$ cat src/rtl/output_port_tx.sv
`timescale 1ns/1ps
// output_port_tx
// Transmit side of a router output port. Flits from the crossbar are staged
// in a small FIFO and pushed onto the inter-router link one per cycle while
// the downstream input buffer signals "on". Wormhole framing (head..tail) is
// enforced on the link: out-of-order flit types are popped and dropped, and
// a sticky error flag is raised.
//
// Handshake: a flit is accepted on any rising edge where flit_in_valid and
// flit_in_ready are both high. flit_in_ready depends only on FIFO occupancy
// (never on flit_in_valid), so it drops only when the FIFO is full, even if
// a pop happens in the same cycle.
//
// Ports:
//   clk           clock, all state updates on rising edge
//   rst           synchronous active-high reset
//   flit_in       64-bit flit, [63:62] type: 01 head, 00 body, 10 tail, 11 head+tail
//   flit_in_valid flit_in valid this cycle
//   flit_in_ready FIFO can accept (not full)
//   buffer_on_in  downstream buffer on/off (1 = may send), registered once
//   flit_o        flit on link, registered, holds when not valid
//   flit_o_valid  one-cycle push into the downstream buffer
//   pkt_active    wormhole lock (FSM state: head sent, tail not yet sent)
//   proto_err     sticky framing error, cleared only by rst
//   tx_count      number of flits transmitted, wraps
module output_port_tx #(
    parameter int FIFO_DEPTH = 4,
    parameter int CNT_W      = 16
) (
    input  logic             clk,
    input  logic             rst,
    input  logic [63:0]      flit_in,
    input  logic             flit_in_valid,
    output logic             flit_in_ready,
    input  logic             buffer_on_in,
    output logic [63:0]      flit_o,
    output logic             flit_o_valid,
    output logic             pkt_active,
    output logic             proto_err,
    output logic [CNT_W-1:0] tx_count
);

    localparam int AW = $clog2(FIFO_DEPTH);

    typedef enum logic {
        IDLE   = 1'b0,
        PACKET = 1'b1
    } state_t;

    state_t      state;
    state_t      state_n;

    logic [63:0] mem [FIFO_DEPTH];
    logic [AW-1:0] wr_ptr;
    logic [AW-1:0] rd_ptr;
    logic [AW:0]   count;

    logic        on_q;
    logic        full;
    logic        empty;
    logic        accept;
    logic        pop;
    logic        legal;
    logic [63:0] front;
    logic [1:0]  front_type;

    assign full          = (count == (AW+1)'(FIFO_DEPTH));
    assign empty         = (count == '0);
    assign flit_in_ready = ~full;
    assign accept        = flit_in_valid & ~full;
    assign pop           = ~empty & on_q;
    assign front         = mem[rd_ptr];
    assign front_type    = front[63:62];
    assign pkt_active    = (state == PACKET);

    // Framing check on the FIFO front. An illegal flit is still popped so a
    // stray flit cannot wedge the port; it just never reaches the link.
    always_comb begin
        state_n = state;
        legal   = 1'b0;
        case (state)
            IDLE: begin
                case (front_type)
                    2'b01: begin
                        legal   = 1'b1;
                        state_n = PACKET;
                    end
                    2'b11: legal = 1'b1;
                    default: legal = 1'b0;
                endcase
            end
            PACKET: begin
                case (front_type)
                    2'b00: legal = 1'b1;
                    2'b10: begin
                        legal   = 1'b1;
                        state_n = IDLE;
                    end
                    default: legal = 1'b0;
                endcase
            end
            default: begin
                state_n = IDLE;
                legal   = 1'b0;
            end
        endcase
    end

    always_ff @(posedge clk) begin
        if (rst) begin
            state <= IDLE;
        end else if (pop) begin
            state <= state_n;
        end
    end

    // Storage carries no reset; rst empties the FIFO through the pointers.
    always_ff @(posedge clk) begin
        if (accept) begin
            mem[wr_ptr] <= flit_in;
        end
    end

    always_ff @(posedge clk) begin
        if (rst) begin
            wr_ptr <= '0;
            rd_ptr <= '0;
            count  <= '0;
            on_q   <= 1'b1;
        end else begin
            on_q <= buffer_on_in;
            if (accept) begin
                wr_ptr <= wr_ptr + 1'b1;
            end
            if (pop) begin
                rd_ptr <= rd_ptr + 1'b1;
            end
            case ({accept, pop})
                2'b10:   count <= count + 1'b1;
                2'b01:   count <= count - 1'b1;
                default: count <= count;
            endcase
        end
    end

    always_ff @(posedge clk) begin
        if (rst) begin
            flit_o       <= '0;
            flit_o_valid <= 1'b0;
            proto_err    <= 1'b0;
            tx_count     <= '0;
        end else begin
            flit_o_valid <= pop & legal;
            if (pop & legal) begin
                flit_o   <= front;
                tx_count <= tx_count + 1'b1;
            end
            if (pop & ~legal) begin
                proto_err <= 1'b1;
            end
        end
    end

endmodule
$ cat config.mk
export PLATFORM = sky130hd
export DESIGN_NAME = output_port_tx
export DESIGN_NICKNAME = d
export VERILOG_FILES = /design/src/rtl/output_port_tx.sv
export SDC_FILE = /design/constraint.sdc
export NUM_CORES = 1
export LEC_CHECK = 0
export ABC_AREA = 1
export BUFFER_PORTS_ARGS = -buffer_cell sky130_fd_sc_hd__buf_2
export CAP_MARGIN = 20
export CORE_MARGIN = 2
export CORE_UTILIZATION = 35
export DETAILED_ROUTE_END_ITERATION = 6
export SLEW_MARGIN = 20
export SYNTH_ARGS = -nofsm -noshare
export SYNTH_HDL_FRONTEND = slang
export SYNTH_SLANG_ARGS = --single-unit
$ cat constraint.sdc
create_clock -name clk -period 5.6 [get_ports clk]
set_clock_uncertainty 0.1 [all_clocks]
set_input_delay 1.68 -clock clk [delete_from_list [all_inputs] [get_ports clk]]
set_output_delay 1.68 -clock clk [all_outputs]
set_load 0.05 [all_outputs]
### Word-level counts from Yosys, hierarchy flattened

Memories as Yosys holds them, arrays and structs flattened. A register that Yosys moved wholly into a read port is not among the register bits.
Cells that the tools add are included.

| storage, ports and cells | value |
|---|---|
| register bits after elaboration | 91 |
| output and inout port bits | 84 |
| memories kept | 1 |
| input bits | 68 |
| logic and storage cells | 45 |
| memory bits (writable) | 256 |

Memories:

| memory | words | width | rd ports | clocked after Yosys merged registers in | wr ports | RTL line | source |
|---|---|---|---|---|---|---|---|
| mem | 4 | 64 | 1 | 1 | 1 | 53 | `logic [63:0] mem [FIFO_DEPTH];` |

| cells by class | value |
|---|---|
| $add $sub $neg | 5 |
| reductions and logical operators | 5 |
| equality and inequality tests | 6 |
| mux-type cells | 11 |
| bitwise operators | 8 |

Operator list:

| operator | count |
|---|---|
| adder 16 x 1 -> 16 bit (second input constant) | 1 |
| == test 2 bit (second input constant) | 3 |
| two-way mux 1 bit | 6 |
| case mux 3 bit (2 select lines) | 1 |
| adder 2 x 1 -> 2 bit (second input constant) | 2 |
| bitwise AND 1 bit | 4 |
| == test 2 x 1 -> 1 bit (second input constant) | 2 |
| two-way mux 2 bit | 2 |
| inverter 1 bit | 4 |
| case mux 1 bit (2 select lines) | 2 |
| OR reduction 2 bit | 2 |
| adder 3 x 1 -> 3 bit (second input constant) | 1 |
| == test 3 bit (second input constant) | 1 |
| zero test 3 bit | 1 |
| subtractor 3 x 1 -> 3 bit (second input constant) | 1 |
| zero test 2 bit | 1 |
| nonzero test 2 bit | 1 |

### Depth between registers and ports, before layout

Gate-level depths: netlist of run 1.

| logic depth | value |
|---|---|
| word-level depth | 6 |
| depth in mapped cells | 12 |
| mapped depth without buffers | 10 |

### Worst setup path after synthesis of run 1

No wires, ideal clock.

| timing | value |
|---|---|
| path kind | input to register |
| start | input flit_in_valid |
| end | memory mem[0][0], enable pin |
| required time | 5013 ps |
| setup slack | 446 ps |
| buffers on the path | 0 |
| data arrival time | 4568 ps |
| stages on the path | 2 |
| library setup time | 487 ps |
| cells stage by stage | nand2_1 nor2_1 |

| on the way | value |
|---|---|
| longest elaborated chain between the ends | 3 |

RTL lines:

| item | RTL line | source |
|---|---|---|
| start, declared | 33 | `input logic flit_in_valid,` |
| bitwise AND 1 bit | 70 | `assign accept = flit_in_valid & ~full;` |
| two-way mux 1 bit | 119 | `if (accept) begin` |
| two-way mux 1 bit (not written as such) | 120 | `mem[wr_ptr] <= flit_in;` |
| end, declared | 53 |  |

Every way passes these cells.

==> flow_summary_export.csv, run 1 <==
group,metric,value,unit
outcome,status,"completed",
cells_and_area,layout-drive-gt1-share,18.88,%
hold_path,holdPathStages,2,
setup_path,cp.required,5.94,ns
power_and_ir_drop,leakage,5.556,nW
synth,synth.most_common_cell,"edfxtp_1",
sta,fin_crit,3.316,ns
clock_tree,cts_tree,"yes",
flow_run,maxCapViolCount,0,
drt,num_vias,8691,
drt,wl,30.47,mm
sta,slew_headroom,31.85,%
synth,yosysUniqueCellTypes,29,
drt,ant_nets,0,
clock_tree,clk_transition_reported_paths,0.06,ns
setup_path,worst_r2r_path_depth,10,
synth,netlist_area,13150,um^2
sta,finalSetupViolations,0,
synth,synth_flop_cell,"edfxtp_1",
die,fp-row-count,70,
setup_path,critPathMaxFanout,86,
sta,tns,0,ns
synth,yosys.area.top_type,"edfxtp_1",
global_routing,track_usage,15.30,%
synth,synthTopCellsByArea,"edfxtp_1 (58%), dfxtp_1 (14%), nand2_1 (5.5%)",
clock_tree,clock-sinks,349,
placed_design,dp_hpwl,17.56,mm
placed_design,port_buffers,151,
drt,drtIter0Drc,458,
sta,worst_slew_pin_slew,1.022,ns
sta,fmax,0.3015,GHz
synth,syn_inst,1117,
clock_tree,cts_resized,0,
synth,syn_nets,1192,
sta,rsz0062_at_grt,"no",
clock_tree,insertion_delay,0.52,ns
die,die_h,197.8,um
global_routing,grt_first_pass_wirelength,46.53,mm
sta,drv_slew,0,
synth,synth-async-reset-ratio,0,%
cells_and_area,syn_to_final_growth,18.70,%
die,start_util,35.74,%
global_routing,antenna_found_initial,6,
placed_design,place_ws,1.801,ns
synth,yosysSeqAreaShare,72.63,%
synth,ys_ff_latch,349,
global_routing,grt_pass1_vias,8235,
placed_design,place_congestion,0.7946,
sta,hold_violations,0,
setup_path,end_kind,"register",
synth,yosys_warnings,0,
synth,avgSynthCellArea,11.77,um^2
clock_tree,cts_buffers,38,
die,dieArea,39130,um^2
global_routing,globalRouteOverflowTotal,0,
clock_tree,cts_buffer_depth,3,
synth,synth_commonest_cells,"edfxtp_1 (256), nand2_1 (192), nor2_1 (148)",
drt,avgRoutedWirePerCell,17.39,um
setup_path,critPathLaunchType,"register",
global_routing,grt_max_degree,87,
power_and_ir_drop,power_density,555.1,nW/um^2
synth,synth_top_area_share,58.47,%
clock_tree,root_buffer,"clkbuf_16",
cells_and_area,layout.nets,1328,
clock_tree,cts_hold_buffers,0,
die,die_x,197.8,um
drt,viasPerCell,4.961,
die,io_pins,152,
clock_tree,post_cts_buffers,0,
hold_path,hp-class,"register to register",
setup_path,critPathKind,"register to register",
synth,synth-edff-count,256,
cells_and_area,n_fill_cell,3447,
die,core-area,36790,um^2
setup_path,worstPathArrival,3.65,ns
sta,period_share,59.22,%
sta,fin_ws,2.284,ns
drt,drtPass1Iterations,4,
clock_tree,cts_max_level,2,
power_and_ir_drop,irDropWorstVdd,0.2957,mV
drt,drc,0,
## worst max-delay path, stage by stage, from the launching register on
cell and delay (ns):
dfxtp_4 0.63, buf_4 0.75, nand2_1 0.11, nand3_1 0.17
nand2_2 0.09, nand2_4 0.11, nand2_2 0.08, nor2_4 0.47
buf_4 0.42, nand2_1 0.11, a21oi_1 0.13
## cell usage in the layout (no fill, tap or decap), types with 2 or more instances in the layout
master,n
bufinv_16,4
clkbuf_8,5
edfxtp_1,256
a21oi_2,3
clkinv_1,5
o21ai_0,135
clkinvlp_4,2
inv_6,2
dfxtp_1,91
inv_1,24
inv_2,3
nand4_1,5
nand3_1,10
nor2_4,5
clkbuf_1,8
nor2_1,144
clkbuf_16,39
xnor2_1,3
a21oi_1,89
diode_2,2
xor2_1,6
buf_4,13
nand2_1,192
nand3_2,2
o22ai_1,62
nand2_2,2
ha_1,6
buf_2,150
clkinv_2,3
## per-layer routing
| metal | part of all wire (%) | track usage (%) | up-vias |
|---|---|---|---|
| met4 | 2.8 | 5.709 | 8 |
| met5 | 0.13 | 0 | - |
| met1 | 46 | 20.56 | 4202 |
| li1 | - | - | 4220 |
| met2 | 46 | 24.57 | 199 |
| met3 | 4.7 | 3.015 | 62 |
## layout make-up
class / count / area, um^2 / share of cell area (%)
Clock buffer: 52 / 1075 / 6.887
Tap cell: 468 / 585.6 / 3.752
Clock inverter: 17 / 202.7 / 1.299
Sequential cell: 349 / 9554 / 61.22
Antenna cell: 2 / 5.005 / 0.03207
Inverter: 28 / 107.6 / 0.6895
Timing Repair Buffer: 164 / 868.3 / 5.564
Multi-Input combinational cell: 672 / 3208 / 20.56
## kinds of logic (layout without fill, tap and decap cells)
group	Yosys count	count (layout)	synth area share, %
flip-flops	349	349	72.63
other	0	2	0
AO/OA/AOI/OAI	291	291	11.82
XOR/XNOR	9	9	0.5996
adder cells (fa/ha/maj)	7	7	0.7232
buffers and inverters	96	261	3.255
AND/OR/NAND/NOR	365	365	10.97
## final timing paths
path,from,endpoint,slack [ns]
worst min register to register,flit_o[18],flit_o[18],0.36
worst min-delay path,flit_o[18],flit_o[18],0.36
worst max-delay path,register,flit_o[16],2.28
worst max register to register,register,flit_o[16],2.28
## per-stage QoR
step	cell area, um^2	util, %	instances	power, mW	hold slack (ns)
after floorplan	13150	-	1117	5.495	0.3357
after global placement	14300	38.88	1680	6.172	0.3335
after detailed placement	14300	38.88	1680	6.205	0.3519
after CTS	15580	42.36	1749	8.759	0.3607
after global routing	15610	42.43	1752	9.143	0.3799
final	15610	42.43	1752	8.663	0.3607
## sequential cells by signal, summed over array words and instances (netlist names), 2 cells and up, named ones only
signal / flops
mem: 256
flit_o: 64
tx_count: 16
count: 3
rd_ptr: 2
wr_ptr: 2
## where the power goes
part           leakage (nW)  switching [mW]  internal (mW)
clock network         0.618            1.00           1.53
registers              3.11           0.212           3.23
logic                  1.83            2.04          0.646
total                  5.56            3.25           5.41
Note: power is estimated with default switching activity, not from simulation.
==> run 2: changes to the inputs <==
==> constraint.sdc (replaced) <==
create_clock -name clk -period 3.3 [get_ports clk]
set_clock_uncertainty 0.1 [all_clocks]
set_input_delay 0.99 -clock clk [delete_from_list [all_inputs] [get_ports clk]]
set_output_delay 0.99 -clock clk [all_outputs]
set_load 0.05 [all_outputs]
==> flow_summary_export.csv, run 2 (same netlist as run 1, synthesis figures left out) <==
group,metric,value,unit
clock_tree,cts_hold_buffers,0,
sta,finalSetupViolations,0,
global_routing,grt_pass1_vias,8251,
cells_and_area,final_cell_area,15670,um^2
setup_path,r2r-end,"flit_o[43]",
placed_design,dp_hpwl,16.98,mm
sta,fin_crit,2.425,ns
cells_and_area,layout-drive-gt1-share,19.13,%
drt,avgRoutedWirePerCell,17.21,um
flow_run,maxCapViolCount,0,
placed_design,placed_area,14380,um^2
clock_tree,root_buffer,"clkbuf_16",
clock_tree,cts_tree,"yes",
drt,drtPass1Iterations,5,
cells_and_area,syn_to_final_growth,19.20,%
die,core-area,36790,um^2
setup_path,endpoint,"flit_in_ready",
sta,whs,0.3476,ns
placed_design,port_buffers,151,
sta,hold_violations,0,
setup_path,critPathKind,"register to output pin",
cells_and_area,largest_register_ffs,256,
setup_path,critPathLaunchType,"register",
cells_and_area,top_register,"mem",
outcome,status,"completed",
setup_path,crit_start,"count[1]",
sta,fin_ws,0.8747,ns
drt,viasPerCell,4.858,
cells_and_area,top_regs,"mem: 256 flops, flit_o: 64 flops, tx_count: 16 flops",
clock_tree,cts_buffers,38,
die,fp-row-count,70,
global_routing,grt_first_pass_wirelength,46.34,mm
clock_tree,clock-sinks,349,
clock_tree,clk_transition_reported_paths,0.06,ns
cells_and_area,multi_input_area,3208,um^2
power_and_ir_drop,irDropWorstVdd,0.4584,mV
sta,fmax,0.4123,GHz
cells_and_area,seq_area,9554,um^2
setup_path,rrSetupSlack,1.00,ns
sta,slew_headroom,35.53,%
drt,num_vias,8555,
sta,rsz0062_at_grt,"no",
die,io_pins,152,
clock_tree,cts_buffer_depth,3,
setup_path,worst_r2r_path_depth,6,
setup_path,cp.required,2.21,ns
global_routing,globalRouteOverflowTotal,0,
power_and_ir_drop,leakage,5.594,nW
die,start_util,35.74,%
sta,period_share,73.49,%
die,die_h,197.8,um
setup_path,worstPathArrival,1.34,ns
setup_path,end_kind,"output pin",
cells_and_area,mostFrequentLayoutCell,"edfxtp_1",
sta,drv_slew,0,
clock_tree,post_cts_buffers,0,
hold_path,holdPathStages,2,
clock_tree,insertion_delay,0.55,ns
global_routing,grt_max_degree,93,
setup_path,critPathMaxFanout,3,
placed_design,place_ws,0.8371,ns
placed_design,place_congestion,0.7672,
power_and_ir_drop,finalPower,14.74,mW
drt,drtIter0Drc,363,
die,dieArea,39130,um^2
power_and_ir_drop,power_density,940.4,nW/um^2
drt,drc,0,
sta,tns,0,ns
cells_and_area,layout.nets,1336,
die,die_x,197.8,um
clock_tree,cts_resized,0,
cells_and_area,n_fill_cell,3495,
drt,ant_nets,0,
cells_and_area,layout_common_cells,"edfxtp_1 (256), nand2_1 (192), buf_2 (150), nor2_1 (144), o21ai_0 (135)",
global_routing,track_usage,15.49,%
sta,worst_slew_pin_slew,0.9671,ns
clock_tree,cts_max_level,2,
global_routing,antenna_found_initial,11,
drt,wl,30.30,mm
hold_path,hp-class,"register to register",
run 2: area by class of cell:
cell class	count	area share, %
Antenna cell	2	0.03193
Multi-Input combinational cell	672	20.47
Inverter	28	0.6866
Clock buffer	55	6.738
Clock inverter	15	1.453
Tap cell	468	3.736
Sequential cell	349	60.96
Timing Repair Buffer	172	5.924
run 2: worst max-delay path: stages, from the launching register on:
cell and delay (ns):
dfxtp_1 0.33, inv_1 0.09, nand3_1 0.11, buf_2 0.27
run 2: metal layers:
| layer | part of all wire, % | track usage (%) | vias to the layer above | wire length (um) |
|---|---|---|---|---|
| met5 | 0.32 | 0 | - | 98 |
| met4 | 1.9 | 4.205 | 18 | 564 |
| met3 | 5.3 | 4.326 | 64 | 1610 |
| met2 | 46 | 24.96 | 163 | 13960 |
| met1 | 46 | 20.57 | 4065 | 14070 |
| li1 | - | - | 4245 | - |
run 2: metrics by stage:
| step | util, % | std cells |
|---|---|---|
| after detailed placement | 39.10 | 1689 |
| final | 42.61 | 1761 |
| after global routing | 42.59 | 1759 |
| after floorplan | - | 1117 |
| after CTS | 42.59 | 1759 |
| after global placement | 39.10 | 1689 |
run 2: how the worst min path moves through the flow:
stage / from / to / slack, ns
after floorplan: rd_ptr[1] / register / 0.34
after global placement: rd_ptr[1] / register / 0.34
after detailed placement: flit_o[62] / flit_o[62] / 0.35
after CTS: flit_o[62] / flit_o[62] / 0.35
after global routing: flit_o[18] / flit_o[18] / 0.38
final: flit_o[62] / flit_o[62] / 0.35
run 2: report_power, final:
group	leakage, nW	total, mW	switching (mW)	internal (mW)
sequential	3.11	5.74	0.264	5.48
clock	0.619	4.31	1.68	2.63
combinational	1.87	4.69	3.55	1.14
total	5.59	14.7	5.49	9.25
